[src/rtl/mem_port_arbiter.sv]
// Round-robin arbiter sharing one memory port between instruction fetch and load/store.
// Define MEM_ARB_STATS_EN to add grant and conflict counters.
module mem_port_arbiter #(
    parameter int unsigned AWIDTH      = 32,
    parameter int unsigned DWIDTH      = 32,
    parameter int unsigned WAIT_CYCLES = 1
) (
    input  logic              clk,
    input  logic              rst,
    input  logic              if_req_valid_i,
    output logic              if_req_ready_o,
    input  logic [AWIDTH-1:0] if_addr_i,
    output logic              if_rsp_valid_o,
    output logic [DWIDTH-1:0] if_rsp_data_o,
    output logic              if_rsp_err_o,
    input  logic              d_req_valid_i,
    output logic              d_req_ready_o,
    input  logic [AWIDTH-1:0] d_addr_i,
    input  logic [DWIDTH-1:0] d_wdata_i,
    input  logic              d_we_i,
    input  logic [2:0]        d_funct3_i,
    output logic              d_rsp_valid_o,
    output logic [DWIDTH-1:0] d_rsp_data_o,
    output logic              d_rsp_err_o,
    output logic [AWIDTH-1:0] mem_addr_o,
    output logic [DWIDTH-1:0] mem_data_o,
    output logic              mem_read_en_o,
    output logic              mem_write_en_o,
    output logic [2:0]        mem_funct3_o,
`ifdef MEM_ARB_STATS_EN
    output logic [31:0]       if_grant_cnt_o,
    output logic [31:0]       d_grant_cnt_o,
    output logic [31:0]       conflict_cnt_o,
`endif
    input  logic [DWIDTH-1:0] mem_data_i
);

    typedef enum logic [1:0] {StIdle, StAccess, StResp} state_e;

    state_e            state_q;
    logic              last_d_q;
    logic              owner_d_q;
    logic [AWIDTH-1:0] addr_q;
    logic [DWIDTH-1:0] wdata_q;
    logic              we_q;
    logic [2:0]        funct3_q;
    logic [3:0]        cnt_q;
    logic              if_rsp_valid_q, d_rsp_valid_q;
    logic              if_rsp_err_q, d_rsp_err_q;
    logic [DWIDTH-1:0] if_rsp_data_q, d_rsp_data_q;

    logic              grant_if, grant_d, grant_any, misaligned, in_access;
    logic [AWIDTH-1:0] sel_addr;
    logic [DWIDTH-1:0] sel_wdata;
    logic [2:0]        sel_funct3;
    logic              sel_we;
    logic              rsp_fire, rsp_to_d, rsp_err;
    logic [DWIDTH-1:0] rsp_val;

    // Ties go to whichever port did not win last; last_d_q resets to D so IF wins first.
    always_comb begin
        grant_if   = (state_q == StIdle) && !rst && if_req_valid_i && (!d_req_valid_i || last_d_q);
        grant_d    = (state_q == StIdle) && !rst && d_req_valid_i && !grant_if;
        grant_any  = grant_if || grant_d;
        sel_addr   = grant_d ? d_addr_i : if_addr_i;
        sel_wdata  = grant_d ? d_wdata_i : '0;
        sel_funct3 = grant_d ? d_funct3_i : 3'b010;
        sel_we     = grant_d && d_we_i;
        case (sel_funct3)
            3'b010:         misaligned = |sel_addr[1:0];
            3'b001, 3'b101: misaligned = sel_addr[0];
            default:        misaligned = 1'b0;
        endcase
        in_access = (state_q == StAccess);
        rsp_fire  = (grant_any && misaligned) || (in_access && cnt_q == 4'd0);
        rsp_to_d  = (state_q == StIdle) ? grant_d : owner_d_q;
        rsp_err   = (state_q == StIdle);
        rsp_val   = ((state_q == StIdle) || we_q) ? '0 : mem_data_i;
    end

    always_ff @(posedge clk or posedge rst) begin
        if (rst) begin
            state_q        <= StIdle;
            last_d_q       <= 1'b1;
            owner_d_q      <= 1'b0;
            addr_q         <= '0;
            wdata_q        <= '0;
            we_q           <= 1'b0;
            funct3_q       <= 3'b000;
            cnt_q          <= 4'd0;
            if_rsp_valid_q <= 1'b0;
            if_rsp_err_q   <= 1'b0;
            if_rsp_data_q  <= '0;
            d_rsp_valid_q  <= 1'b0;
            d_rsp_err_q    <= 1'b0;
            d_rsp_data_q   <= '0;
        end else begin
            if_rsp_valid_q <= 1'b0;
            d_rsp_valid_q  <= 1'b0;
            case (state_q)
                StIdle: begin
                    if (grant_any) begin
                        addr_q    <= sel_addr;
                        wdata_q   <= sel_wdata;
                        we_q      <= sel_we;
                        funct3_q  <= sel_funct3;
                        owner_d_q <= grant_d;
                        last_d_q  <= grant_d;
                        cnt_q     <= 4'(WAIT_CYCLES);
                        state_q   <= misaligned ? StResp : StAccess;
                    end
                end
                StAccess: begin
                    if (cnt_q == 4'd0) state_q <= StResp;
                    else cnt_q <= cnt_q - 4'd1;
                end
                StResp:  state_q <= StIdle;
                default: state_q <= StIdle;
            endcase
            if (rsp_fire) begin
                if (rsp_to_d) begin
                    d_rsp_valid_q <= 1'b1;
                    d_rsp_data_q  <= rsp_val;
                    d_rsp_err_q   <= rsp_err;
                end else begin
                    if_rsp_valid_q <= 1'b1;
                    if_rsp_data_q  <= rsp_val;
                    if_rsp_err_q   <= rsp_err;
                end
            end
        end
    end

    assign if_req_ready_o = grant_if;
    assign d_req_ready_o  = grant_d;
    assign if_rsp_valid_o = if_rsp_valid_q;
    assign if_rsp_data_o  = if_rsp_data_q;
    assign if_rsp_err_o   = if_rsp_err_q;
    assign d_rsp_valid_o  = d_rsp_valid_q;
    assign d_rsp_data_o   = d_rsp_data_q;
    assign d_rsp_err_o    = d_rsp_err_q;

    // Write strobe only in the last held cycle so each store writes exactly once.
    assign mem_addr_o     = in_access ? addr_q : '0;
    assign mem_data_o     = in_access ? wdata_q : '0;
    assign mem_funct3_o   = in_access ? funct3_q : 3'b000;
    assign mem_read_en_o  = in_access && !we_q;
    assign mem_write_en_o = in_access && we_q && (cnt_q == 4'd0);

`ifdef MEM_ARB_STATS_EN
    logic [31:0] if_grant_cnt_q, d_grant_cnt_q, conflict_cnt_q;

    always_ff @(posedge clk or posedge rst) begin
        if (rst) begin
            if_grant_cnt_q <= 32'd0;
            d_grant_cnt_q  <= 32'd0;
            conflict_cnt_q <= 32'd0;
        end else begin
            if (grant_if) if_grant_cnt_q <= if_grant_cnt_q + 32'd1;
            if (grant_d) d_grant_cnt_q <= d_grant_cnt_q + 32'd1;
            if (state_q == StIdle && if_req_valid_i && d_req_valid_i) begin
                conflict_cnt_q <= conflict_cnt_q + 32'd1;
            end
        end
    end

    assign if_grant_cnt_o = if_grant_cnt_q;
    assign d_grant_cnt_o  = d_grant_cnt_q;
    assign conflict_cnt_o = conflict_cnt_q;
`endif

endmodule

[config.mk]
export PLATFORM = sky130hd
export DESIGN_NAME = mem_port_arbiter
export DESIGN_NICKNAME = d
export VERILOG_FILES = /design/src/rtl/mem_port_arbiter.sv
export SDC_FILE = /design/constraint.sdc
export NUM_CORES = 1
export LEC_CHECK = 0
export CAP_MARGIN = 20
export CORE_MARGIN = 2
export CORE_UTILIZATION = 42
export DETAILED_ROUTE_END_ITERATION = 10
export PLACE_DENSITY = 0.89
export SYNTH_ARGS = -nofsm -noshare
export SYNTH_HDL_FRONTEND = slang
export SYNTH_SLANG_ARGS = --single-unit
[constraint.sdc]
create_clock -name clk -period 5.7 [get_ports clk]
set_input_delay 1.14 -clock clk [delete_from_list [all_inputs] [get_ports clk]]
set_output_delay 1.14 -clock clk [all_outputs]
set_load 0.05 [all_outputs]
==> summary.txt <==
Num ports -> 275
Shortest clock period the worst path allows after layout -> 4.37 ns
Ys Warns -> 0
Clock Path Buffers -> 2
Post-synthesis to final-layout area growth -> 54.8%
Worst vdd ir -> 0.426 mV
Number of clock sinks -> 144
Aggregate negative setup slack -> 0 ns
Period utilisation layout -> 0.767
Endpoint class of the critical path -> primary output
Vias in the first global route -> 5511
Pin count of the biggest net entering global routing -> 111
Fraction of final layout cells with drive strength greater than 1 -> 0.100
Crit path arrival time -> 3.23 ns
CTS tree -> built
Quantity of I/O buffers inserted on ports -> 274
Final Slew Violations -> 0
Antenna violations before repair -> 0
Worst setup skew after layout -> 0.00585 ns
Starting DRC count in detailed routing -> 226
Share of synthesized flip-flops with an asynchronous set or reset -> 1.00
Clock root buffer master -> clkbuf_16
Hold Path Cell Cnt -> 2
Routability congestion estimate -> 0.847
Count of cell types in the netlist -> 44
Total via count after detailed routing -> 5455
Register area -> 0.00360 sq mm
Most frequently used flop master after synthesis -> dfrtp_1
First-pass detailed-route iteration total -> 4
GR Util met3 -> 0.0854
Total grt overflow -> 0
Met2 usage -> 0.377
Category of the worst setup path launch point -> primary input
Number of cell instances on the worst register-to-register path -> 8
Final cell utilization of the core -> 0.668
Worst hold path class -> reg2reg
Switching part of the total power -> 0.445
First-pass GRT wire length -> 29.2 mm
Half-perimeter wire length after detailed placement -> 13.0 mm
Number of nets in the synthesized netlist -> 747
Syn Inst Count -> 610
Total power density per cell area -> 572 mW/mm^2
Static Leak -> 4.22 nW
Count of antenna-violating nets left after detailed routing -> 0
Critical Path Fanout Max -> 32
Net switching power -> 2.47 mW
Final routed wirelength across all metal layers -> 18.4 mm
Slew margin rel. -> 0.324
Initial Utilization -> 0.431
Residual DRC count -> 0
Ant diodes -> 0
Unrepaired setup endpoints after global routing -> no
Data required time of the critical path -> 4.56 ns
Proportion of power drawn by flip-flops and latches -> 0.303
Clock network fraction of design power -> 0.201
Number of placement rows -> 44
Core Region -> 0.0145 sq mm
Number of nets at the end of the flow -> 1004
Achievable frequency -> 0.229 GHz
Clock-pin slew on the worst setup and hold paths -> 0.06 ns
Final hold vios -> 0
Start-to-end type of the worst setup path -> in2out
Area of the multi-input gates -> 0.00242 sq mm
Global-route usage over all layers -> 0.232
Post-Synthesis Cell Area -> 0.00627 sq mm
Fraction of the yosys area taken by sequential cells -> 0.575
Final number of setup-violating endpoints -> 0
Die Footprint -> 0.0159 sq mm
Resized Gates After CTS -> 0
Slew at the pin closest to its max-slew limit -> 1.01 ns
Number of setup buffers added after CTS -> 0
Die width -> 126 um
# hold bufs at CTS -> 0
Final-layout fill cell count -> 1107
Reported max-cap violation count -> 0
Count of flip-flops with a built-in enable after synthesis -> 0
Via density per instance -> 5.13
Post-Synthesis Mean Instance Area -> 10.3 sq um
Met1 track demand over resource -> 0.288
Htree depth -> 4
Result of the run -> finished, final reports clean
Busiest metal layer after global routing -> met2
Combinational group share of total power -> 0.496
Int Power -> 3.08 mW
Clock insertion delay at the later pin of the skew report -> 0.41 ns
Seq cells post-synth -> 144
Die height -> 126 um
Mean routed wirelength per cell -> 17.3 um
Number of clock buffers inserted by TritonCTS -> 17
[placed cells by master, fill, tap and decap left out, drive strengths merged, types with 2 or more instances in the layout]
master | synthesis | routed
and2 | 68 | 68
nand2 | 133 | 133
or2 | 2 | 2
clkinv | 0 | 2
o21ai | 100 | 100
bufinv | 0 | 2
inv | 6 | 6
nor3 | 2 | 2
a31oi | 5 | 5
or4bb | 2 | 2
a22oi | 30 | 30
nand3 | 3 | 3
clkdlybuf4s50 | 0 | 272
nor2 | 15 | 15
o22ai | 2 | 2
nor2b | 2 | 2
clkbuf | 33 | 23
clkinvlp | 0 | 4
buf | 13 | 12
a21oi | 3 | 3
dfrtp | 143 | 143
a22o | 36 | 36
[worst max-delay path, stage by stage]
cell and delay [ns]:
clkdlybuf4s50_1 0.55, nor3_4 0.35, nand3_2 0.28, inv_2 0.34, nor2_2 0.07, buf_4 0.25
buf_4 0.23
[registers in the layout, indices dropped and copies added, names as in the netlist]
signal and count:
if_rsp_valid_o 1, wdata_q 32, state_q 2, we_q 1, addr_q 32, d_rsp_err_o 1
owner_d_q 1, d_rsp_valid_o 1, d_rsp_data_o 32, if_rsp_data_o 32, if_rsp_err_o 1, funct3_q 3
last_d_q 1, cnt_q 4
[layout make-up]
class	count	share of cell area
well taps	184	0.0237
clock buffers	23	0.0513
clock inverters	8	0.0107
repair buffers	284	0.290
flip-flops and latches	144	0.372
multi-input cells	414	0.250
inverters	6	0.00284
[cells in the mapped netlist (3+ instances only)]
master	instances	area share
o21ai_0	69	0.055
clkbuf_1	33	0.020
a21oi_1	3	0.0024
inv_1	5	0.0030
buf_2	6	0.0048
nand2_1	133	0.080
a22oi_1	30	0.036
a31oi_1	4	0.0040
nor2_1	13	0.0078
o21ai_2	29	0.041
dfrtp_1	143	0.57
and2_1	68	0.068
a22o_1	36	0.050
[per-stage QoR]
step / total power [mW] / instance area, sq um / instances / hold slack, ns / setup WS (ns)
after floorplan: 3.52 / 6270 / 610 / 0.452 / 0.695
after global placement: 4.39 / 9100 / 1032 / 0.461 / 1.36
after detailed placement: 4.46 / 9100 / 1032 / 0.471 / 1.30
after CTS: 5.59 / 9700 / 1063 / 0.486 / 1.32
after global routing: 5.85 / 9700 / 1063 / 0.500 / 1.18
final: 5.55 / 9700 / 1063 / 0.482 / 1.33
[worst paths after layout]
kind / startpoint / endpoint / slack (ns)
min in group asynchronous: rst / wdata_q[19] / 1.46
max in group asynchronous: rst / addr_q[4] / 3.19
worst min register to register: if_rsp_data_o[16] / if_rsp_data_o[16] / 0.48
worst max register to register: state_q[0] / d_rsp_data_o[29] / 2.58
worst max-delay path: rst / if_req_ready_o / 1.33
worst min-delay path: if_rsp_data_o[16] / if_rsp_data_o[16] / 0.48
[kinds of logic (layout without fill, tap and decap cells)]
| family | Yosys count | in the layout | share of synthesized area |
|---|---|---|---|
| xor gates and xnor gates | 2 | 2 | 0.00280 |
| and+or+nand+nor | 232 | 232 | 0.179 |
| buffers and inverters | 52 | 321 | 0.0417 |
| DFF | 144 | 144 | 0.575 |
| AOI/OAI and AO/OA | 179 | 179 | 0.199 |
| adders and majority gates | 1 | 1 | 0.00200 |
[per-layer routing]
layer,up-vias,wire length [um],share of wire
li1,2594,-,-
met1,2625,7590,0.41
met4,0,433,0.024
met5,-,0,0
met3,31,1330,0.073
met2,205,9020,0.49
[power groups by stage]
stage	clock network [mW]	logic (mW)	registers, mW
global placement	0	2.72	1.67
floorplan	0	1.26	2.26
global route	1.19	2.94	1.73
finish	1.12	2.75	1.68
CTS	1.14	2.78	1.68
detailed placement	0	2.77	1.69
Note: power is estimated with default switching activity, not from simulation.
